File: src/rtl/hdd_sd_if.sv
// hdd_sd_if: hps_io virtual-disk handshake for one slot.
// The request side (master) drives the LBA and the read/write strobes.
// The hps_io side (slave) answers with sd_ack.
interface hdd_sd_if;
  logic [31:0] sd_lba;
  logic        sd_rd;
  logic        sd_wr;
  logic        sd_ack;

  modport master (output sd_lba, output sd_rd, output sd_wr, input sd_ack);
  modport slave  (input sd_lba, input sd_rd, input sd_wr, output sd_ack);
endinterface

File: src/rtl/hdd_sd_req.sv
// hdd_sd_req: request sequencer between the Apple II HDD controller and the
// hps_io virtual-disk port (slot 1), clk_sys domain.
//
// The block takes single-cycle read/write pulses into an active slot and holds
// one further request in a pending slot. It drives the sd_rd/sd_wr/sd_ack
// handshake and holds cpu_wait high while a block is in flight. It also tracks
// the mount and write-protect state and rejects requests that cannot be served.
//
// Optional feature: define HDD_TIMEOUT_EN to abort a request that sees no
// sd_ack rise within TIMEOUT_CYCLES cycles in REQ. Without the macro, REQ
// waits indefinitely and no counter exists.
module hdd_sd_req #(
  parameter int                   TIMEOUT_W      = 24,
  parameter logic [TIMEOUT_W-1:0] TIMEOUT_CYCLES = 24'd14000000
) (
  input  logic            clk_sys,
  input  logic            reset_n,
  input  logic            soft_reset,
  input  logic            hdd_read,
  input  logic            hdd_write,
  input  logic [31:0]     hdd_lba,
  input  logic            img_mounted,
  input  logic            img_readonly,
  input  logic [63:0]     img_size,
  hdd_sd_if.master        sd,
  output logic            cpu_wait,
  output logic            hdd_mounted,
  output logic            hdd_protect,
  output logic            err_pulse,
  output logic [1:0]      err_code
);

  typedef enum logic [1:0] {IDLE, REQ, XFER, DONE} state_t;

  localparam logic [1:0] ERR_NONE    = 2'd0;
  localparam logic [1:0] ERR_REJECT  = 2'd1;
  localparam logic [1:0] ERR_OVERRUN = 2'd2;
  localparam logic [1:0] ERR_TIMEOUT = 2'd3;

  state_t      state;

  // ack edge detection: ack_q is the registered ack, edges are registered once more
  logic        ack_q;
  logic        ack_rise_p1;
  logic        ack_fall_p1;

  // pending slot
  logic        pend_vld;
  logic        pend_wr;
  logic [31:0] pend_lba;

  // capture decode
  logic        take_wr;
  logic        take_rd;
  logic        both_drop;
  logic        req_vld;
  logic        req_rej;
  logic        req_ok;
  logic        start_new;
  logic        launch_pend;
  logic        to_pend;
  logic        overrun_drop;
  logic        tmo_hit;
  logic        err_any;
  logic [1:0]  err_next;

  // Register sd_ack, then register its rise/fall edges for the FSM
  always_ff @(posedge clk_sys or negedge reset_n) begin
    if (!reset_n) begin
      ack_q       <= 1'b0;
      ack_rise_p1 <= 1'b0;
      ack_fall_p1 <= 1'b0;
    end else if (soft_reset) begin
      ack_q       <= 1'b0;
      ack_rise_p1 <= 1'b0;
      ack_fall_p1 <= 1'b0;
    end else begin
      ack_q       <= sd.sd_ack;
      ack_rise_p1 <= sd.sd_ack & ~ack_q;
      ack_fall_p1 <= ~sd.sd_ack & ack_q;
    end
  end

`ifdef HDD_TIMEOUT_EN
  logic [TIMEOUT_W-1:0] tmo_cnt;

  // Count cycles spent in REQ; held at zero elsewhere so every REQ entry starts from 0
  always_ff @(posedge clk_sys or negedge reset_n) begin
    if (!reset_n) begin
      tmo_cnt <= '0;
    end else if (soft_reset || (state != REQ)) begin
      tmo_cnt <= '0;
    end else begin
      tmo_cnt <= tmo_cnt + 1'b1;
    end
  end

  // A same-cycle ack rise wins over the timeout
  assign tmo_hit = (state == REQ) && !ack_rise_p1 && (tmo_cnt == TIMEOUT_CYCLES);
`else
  assign tmo_hit = 1'b0;
  wire unused_tmo = &{1'b0, TIMEOUT_CYCLES};
`endif

  // Decode incoming pulses into slot moves and error causes
  always_comb begin
    take_wr      = hdd_write;
    take_rd      = hdd_read & ~hdd_write;
    both_drop    = hdd_read & hdd_write;
    req_vld      = take_wr | take_rd;
    req_rej      = req_vld & (~hdd_mounted | (take_wr & hdd_protect));
    req_ok       = req_vld & ~req_rej;
    // DONE hands the pending request straight to REQ, freeing the slot this cycle
    launch_pend  = pend_vld & (state == DONE);
    // With nothing pending, a request seen in DONE is started at once so cpu_wait never dips
    start_new    = req_ok & ~pend_vld & ((state == IDLE) | (state == DONE));
    to_pend      = req_ok & ~start_new & (~pend_vld | launch_pend);
    overrun_drop = req_ok & ~start_new & pend_vld & ~launch_pend;
    err_any      = req_rej | both_drop | overrun_drop | tmo_hit;
    err_next     = ERR_NONE;
    if (req_rej)                   err_next = ERR_REJECT;
    if (both_drop || overrun_drop) err_next = ERR_OVERRUN;
    if (tmo_hit)                   err_next = ERR_TIMEOUT;
  end

  // Pending request payload; only meaningful while pend_vld is set
  always_ff @(posedge clk_sys) begin
    if (to_pend) begin
      pend_wr  <= take_wr;
      pend_lba <= hdd_lba;
    end
  end

  // Request FSM with registered handshake, stall and error outputs
  always_ff @(posedge clk_sys or negedge reset_n) begin
    if (!reset_n) begin
      state     <= IDLE;
      sd.sd_lba <= '0;
      sd.sd_rd  <= 1'b0;
      sd.sd_wr  <= 1'b0;
      cpu_wait  <= 1'b0;
      pend_vld  <= 1'b0;
      err_pulse <= 1'b0;
      err_code  <= ERR_NONE;
    end else if (soft_reset) begin
      state     <= IDLE;
      sd.sd_lba <= '0;
      sd.sd_rd  <= 1'b0;
      sd.sd_wr  <= 1'b0;
      cpu_wait  <= 1'b0;
      pend_vld  <= 1'b0;
      err_pulse <= 1'b0;
      err_code  <= ERR_NONE;
    end else begin
      err_pulse <= err_any;
      if (err_any) begin
        err_code <= err_next;
      end

      if (to_pend) begin
        pend_vld <= 1'b1;
      end else if (launch_pend) begin
        pend_vld <= 1'b0;
      end

      case (state)
        IDLE: begin
          if (start_new) begin
            state     <= REQ;
            sd.sd_lba <= hdd_lba;
            sd.sd_rd  <= take_rd;
            sd.sd_wr  <= take_wr;
            cpu_wait  <= 1'b1;
          end
        end
        REQ: begin
          if (ack_rise_p1) begin
            state    <= XFER;
            sd.sd_rd <= 1'b0;
            sd.sd_wr <= 1'b0;
          end else if (tmo_hit) begin
            state    <= DONE;
            sd.sd_rd <= 1'b0;
            sd.sd_wr <= 1'b0;
          end
        end
        XFER: begin
          if (ack_fall_p1) begin
            state <= DONE;
          end
        end
        DONE: begin
          if (launch_pend) begin
            state     <= REQ;
            sd.sd_lba <= pend_lba;
            sd.sd_rd  <= ~pend_wr;
            sd.sd_wr  <= pend_wr;
          end else if (start_new) begin
            state     <= REQ;
            sd.sd_lba <= hdd_lba;
            sd.sd_rd  <= take_rd;
            sd.sd_wr  <= take_wr;
          end else begin
            state    <= IDLE;
            cpu_wait <= 1'b0;
          end
        end
        default: begin
          state <= IDLE;
        end
      endcase
    end
  end

  // Mount/write-protect tracking; survives soft_reset and never aborts a transfer
  always_ff @(posedge clk_sys or negedge reset_n) begin
    if (!reset_n) begin
      hdd_mounted <= 1'b0;
      hdd_protect <= 1'b0;
    end else if (img_mounted) begin
      hdd_mounted <= (img_size != 64'd0);
      hdd_protect <= img_readonly;
    end
  end

endmodule

File: src/flat_wrapper.sv
// flat-port wrapper written by rule: the top's interface ports become plain ports
module hdd_sd_req_flat 
#(
  parameter int                   TIMEOUT_W      = 24,
  parameter logic [TIMEOUT_W-1:0] TIMEOUT_CYCLES = 24'd14000000
)
  (clk_sys, reset_n, soft_reset, hdd_read, hdd_write, hdd_lba, img_mounted, img_readonly, img_size, cpu_wait, hdd_mounted, hdd_protect, err_pulse, err_code, sd_sd_lba, sd_sd_rd, sd_sd_wr, sd_sd_ack);
  hdd_sd_if sd_i ();
  input  logic clk_sys;
  input  logic reset_n;
  input  logic soft_reset;
  input  logic hdd_read;
  input  logic hdd_write;
  input  logic [31:0] hdd_lba;
  input  logic img_mounted;
  input  logic img_readonly;
  input  logic [63:0] img_size;
  output logic cpu_wait;
  output logic hdd_mounted;
  output logic hdd_protect;
  output logic err_pulse;
  output logic [1:0] err_code;
  output wire logic [$bits(sd_i.sd_lba)-1:0] sd_sd_lba;
  output wire logic [$bits(sd_i.sd_rd)-1:0] sd_sd_rd;
  output wire logic [$bits(sd_i.sd_wr)-1:0] sd_sd_wr;
  input wire logic [$bits(sd_i.sd_ack)-1:0] sd_sd_ack;
  assign sd_sd_lba = sd_i.sd_lba;
  assign sd_sd_rd = sd_i.sd_rd;
  assign sd_sd_wr = sd_i.sd_wr;
  assign sd_i.sd_ack = sd_sd_ack;
  hdd_sd_req #(.TIMEOUT_W(TIMEOUT_W), .TIMEOUT_CYCLES(TIMEOUT_CYCLES)) u_core (.clk_sys(clk_sys), .reset_n(reset_n), .soft_reset(soft_reset), .hdd_read(hdd_read), .hdd_write(hdd_write), .hdd_lba(hdd_lba), .img_mounted(img_mounted), .img_readonly(img_readonly), .img_size(img_size), .sd(sd_i), .cpu_wait(cpu_wait), .hdd_mounted(hdd_mounted), .hdd_protect(hdd_protect), .err_pulse(err_pulse), .err_code(err_code));
endmodule
File: config.mk
export PLATFORM = sky130hd
export DESIGN_NAME = hdd_sd_req_flat
export DESIGN_NICKNAME = d
export VERILOG_FILES = /design/src/rtl/hdd_sd_if.sv /design/src/rtl/hdd_sd_req.sv /design/src/flat_wrapper.sv
export SDC_FILE = /design/constraint.sdc
export NUM_CORES = 1
export LEC_CHECK = 0
export CORE_MARGIN = 2
export CORE_UTILIZATION = 30
export DETAILED_ROUTE_END_ITERATION = 7
export PLACE_DENSITY_LB_ADDON = 0.15
export SETUP_SLACK_MARGIN = 0.05
export SLEW_MARGIN = 20
export SYNTH_ARGS = -nofsm -noshare
export SYNTH_HDL_FRONTEND = slang
export SYNTH_SLANG_ARGS = --single-unit
File: constraint.sdc
create_clock -name clk_sys -period 3.8 [get_ports clk_sys]
set_input_delay 0.57 -clock clk_sys [delete_from_list [all_inputs] [get_ports clk_sys]]
set_output_delay 0.57 -clock clk_sys [all_outputs]
set_load 0.03 [all_outputs]
==> metrics <==
clk sinks around 80; Max-Cap Viols 0; post-CTS setup buffers 0; status completed; Design Area, Final about 5800 um^2; CP Launch Type register; CTS Buffer Depth 2; Core Area roughly 13000 um^2; Global Route Usage Sum 0.1694; CP arrival around 2900 ps; per-instance average area after synthesis approximately 11 um^2; Cell variety after synth 42; die height 117.7 um; ant diodes 0; complex-gate fraction of the synthesized area 0.2719; hold_buf cts 0; final cycle utilization of the critical path 0.6851; Routed WL 11670 um; synth top area cells dfrtp_1 (30%), edfxtp_1 (26%), o31a_1 (7.2%), a211oi_1 (6.4%), o21ai_0 (5.3%); CP max FO 27; Yosys reg bits around 80; Tightest Pin Transition roughly 730 ps; share of layout cells above drive strength 1 0.07525; Initial Util 0.3071; Routed wire per std cell around 17 um; endpoints failing setup 0; final hold viol count 0; GRT overflow 0; Die W around 120 um; Residual DRC 0; initial antenna violation count 0; post-synthesis xor/xnor area fraction 0; RSZ-0062 raised after global routing no; I/O Pins between 100 and 150; Post-CTS Resized 0; Port Buffer Count 143; # rows slightly above 40; TritonCTS Buffers 9; Max H-tree Level 3; vias after detailed routing ~3500; Post-DP Area around 5500 um^2; nets between 600 and 700; Post-synth EDFFs 33; max-slew violations 0; post-synth top area cell dfrtp_1; area delta synth->final 48.89%; GPL Wtd Cong 0.8285; largest net degree at the start of global routing 34; Post-Route Utilization 0.4572; clock latency on the worst-skew pair between 300 and 400 ps; Critical Path RT 4040 ps; worst vdd ir between 300 and 400 uV; CTS tree built; vias per cell between 5 and 6; predominant post-synthesis flop cell dfrtp_1; Post-synth ARST share 0.5823; Crit Path Category register to register; vias in the first global route approximately 3500; worst min path class primary input to async pin; Final Skew 5.292 ps; first-pass GRT wire length between 15000 and 20000 um; yosys warns 0; clock slew seen by the registers of the worst setup and hold paths approximately 60 ps; Adder-Cell Fraction of Synth Area 0.01614; # fillers approximately 1200; Setup TNS 0 ps; crit end category register; DRT Pass-1 Iters 4; largest family of logic cells by synthesized area compound AO/OA/AOI/OAI gates; post-route ant nets 0; Leak slightly above 2 nW; most common cell after layout, fill and taps aside clkdlybuf4s50_1; post-DP HPWL between 8000 and 9000 um; DIE AREA about 14000 um^2; post-synthesis mux area share 0.002906; simple logic cell fraction of the synthesized area 0.1095; register area share after synthesis 0.5528; mapped cell area 3875 um^2; Final min period about 2600 ps; Post-Syn Instances around 360; top-area cell type share of the netlist area 0.2971; CTS root buf clkbuf_16; fmax slightly below 0.4 GHz; commonest non-fill, non-tap cells in the layout clkdlybuf4s50_1 (142), dfrtp_1 (46), o21ai_0 (41), nand2_1 (40), edfxtp_1 (33); Synth Net Count 473; Worst slew margin 0.5131; Final Power around 4.2 mW; Power per Cell Area around 730 nW/um^2; DR iter-0 viols 190
==> flip-flops by register name (all words and copies together), names as in the netlist, 2 cells and up <==
register,cells
u_core.err_code,2
u_core.state,2
u_core.pend_lba,32
u_core.sd.sd_lba,32
==> per-layer routing <==
layer / up-vias / global-route usage / part of all wire
met5: - / 0 / 0
met4: 0 / 0.07154 / 0.029
met3: 16 / 0.05475 / 0.091
met2: 161 / 0.2733 / 0.48
met1: 1635 / 0.2087 / 0.40
li1: 1669 / - / -
==> critical path, cell delays in order (launching register included) <==
cell      delay, ps
dfrtp_1         430
inv_1           120
ha_1            400
or2_1           510
nor3_4          520
buf_12          240
a211oi_1         80
o21ai_0         200
==> cell type report <==
type                    instances  area [um^2]  share of cell area
flip-flops and latches         79         2142              0.3713
multi-input cells             251         1577              0.2733
repair buffers                155         1529              0.2650
clock buffers                  11        232.7             0.04034
well taps                     172        215.2             0.03730
clock inverters                 5        58.81             0.01019
inverters                       4        15.01            0.002602
==> Yosys cell counts (2+ instances only) <==
cell,count
dfrtp_1,46
o21ai_0,41
nand2_1,40
a211oi_1,33
edfxtp_1,33
o31a_1,32
o21ai_1,29
clkbuf_1,16
nor4_1,15
a21oi_1,10
nor2_1,9
buf_2,7
buf_6,6
ha_1,5
inv_1,4
nand4_1,3
nor2b_1,3
a21o_1,2
a31oi_1,2
nand2b_1,2
nand3_1,2
nor3b_1,2
nor4b_1,2
o31ai_1,2
==> final timing paths <==
check	end	startpoint	slack [ps]	cells after the start
worst min-delay path	u_core.sd.sd_lba[9]	reset_n	150	1
min in group clk_sys	u_core.ack_rise_p1	u_core.ack_q	420	1
max in group asynchronous	u_core.sd.sd_lba[0]	reset_n	2890	2
worst max-delay path	u_core.sd.sd_lba[1]	u_core.state[0]	1200	7
worst max register to register	u_core.sd.sd_lba[1]	u_core.state[0]	1200	7
worst min register to register	u_core.ack_rise_p1	u_core.ack_q	420	1
==> logic make-up after synthesis <==
| logic type | Yosys count |
|---|---|
| and+or+nand+nor | 85 |
| adders and majority gates | 5 |
| buffers and inverters | 34 |
| DFF | 79 |
| muxes | 1 |
| AOI/OAI and AO/OA | 160 |
==> where the power goes <==
part	switching [mW]	total, mW	internal (mW)
Combinational	1.14	1.94	0.794
Sequential	0.183	1.40	1.21
Clock	0.340	0.849	0.509
Total	1.67	4.18	2.52
==> through the flow <==
stage,cells,setup slack [ps],hold slack (ps)
after floorplan,364,856.9,274.4
after global placement,661,1231,404.3
after detailed placement,661,1137,415.5
after CTS,677,1185,158.4
after global routing,677,984.5,178.1
final,677,1197,148.6
(Power assumes the default switching activity.)
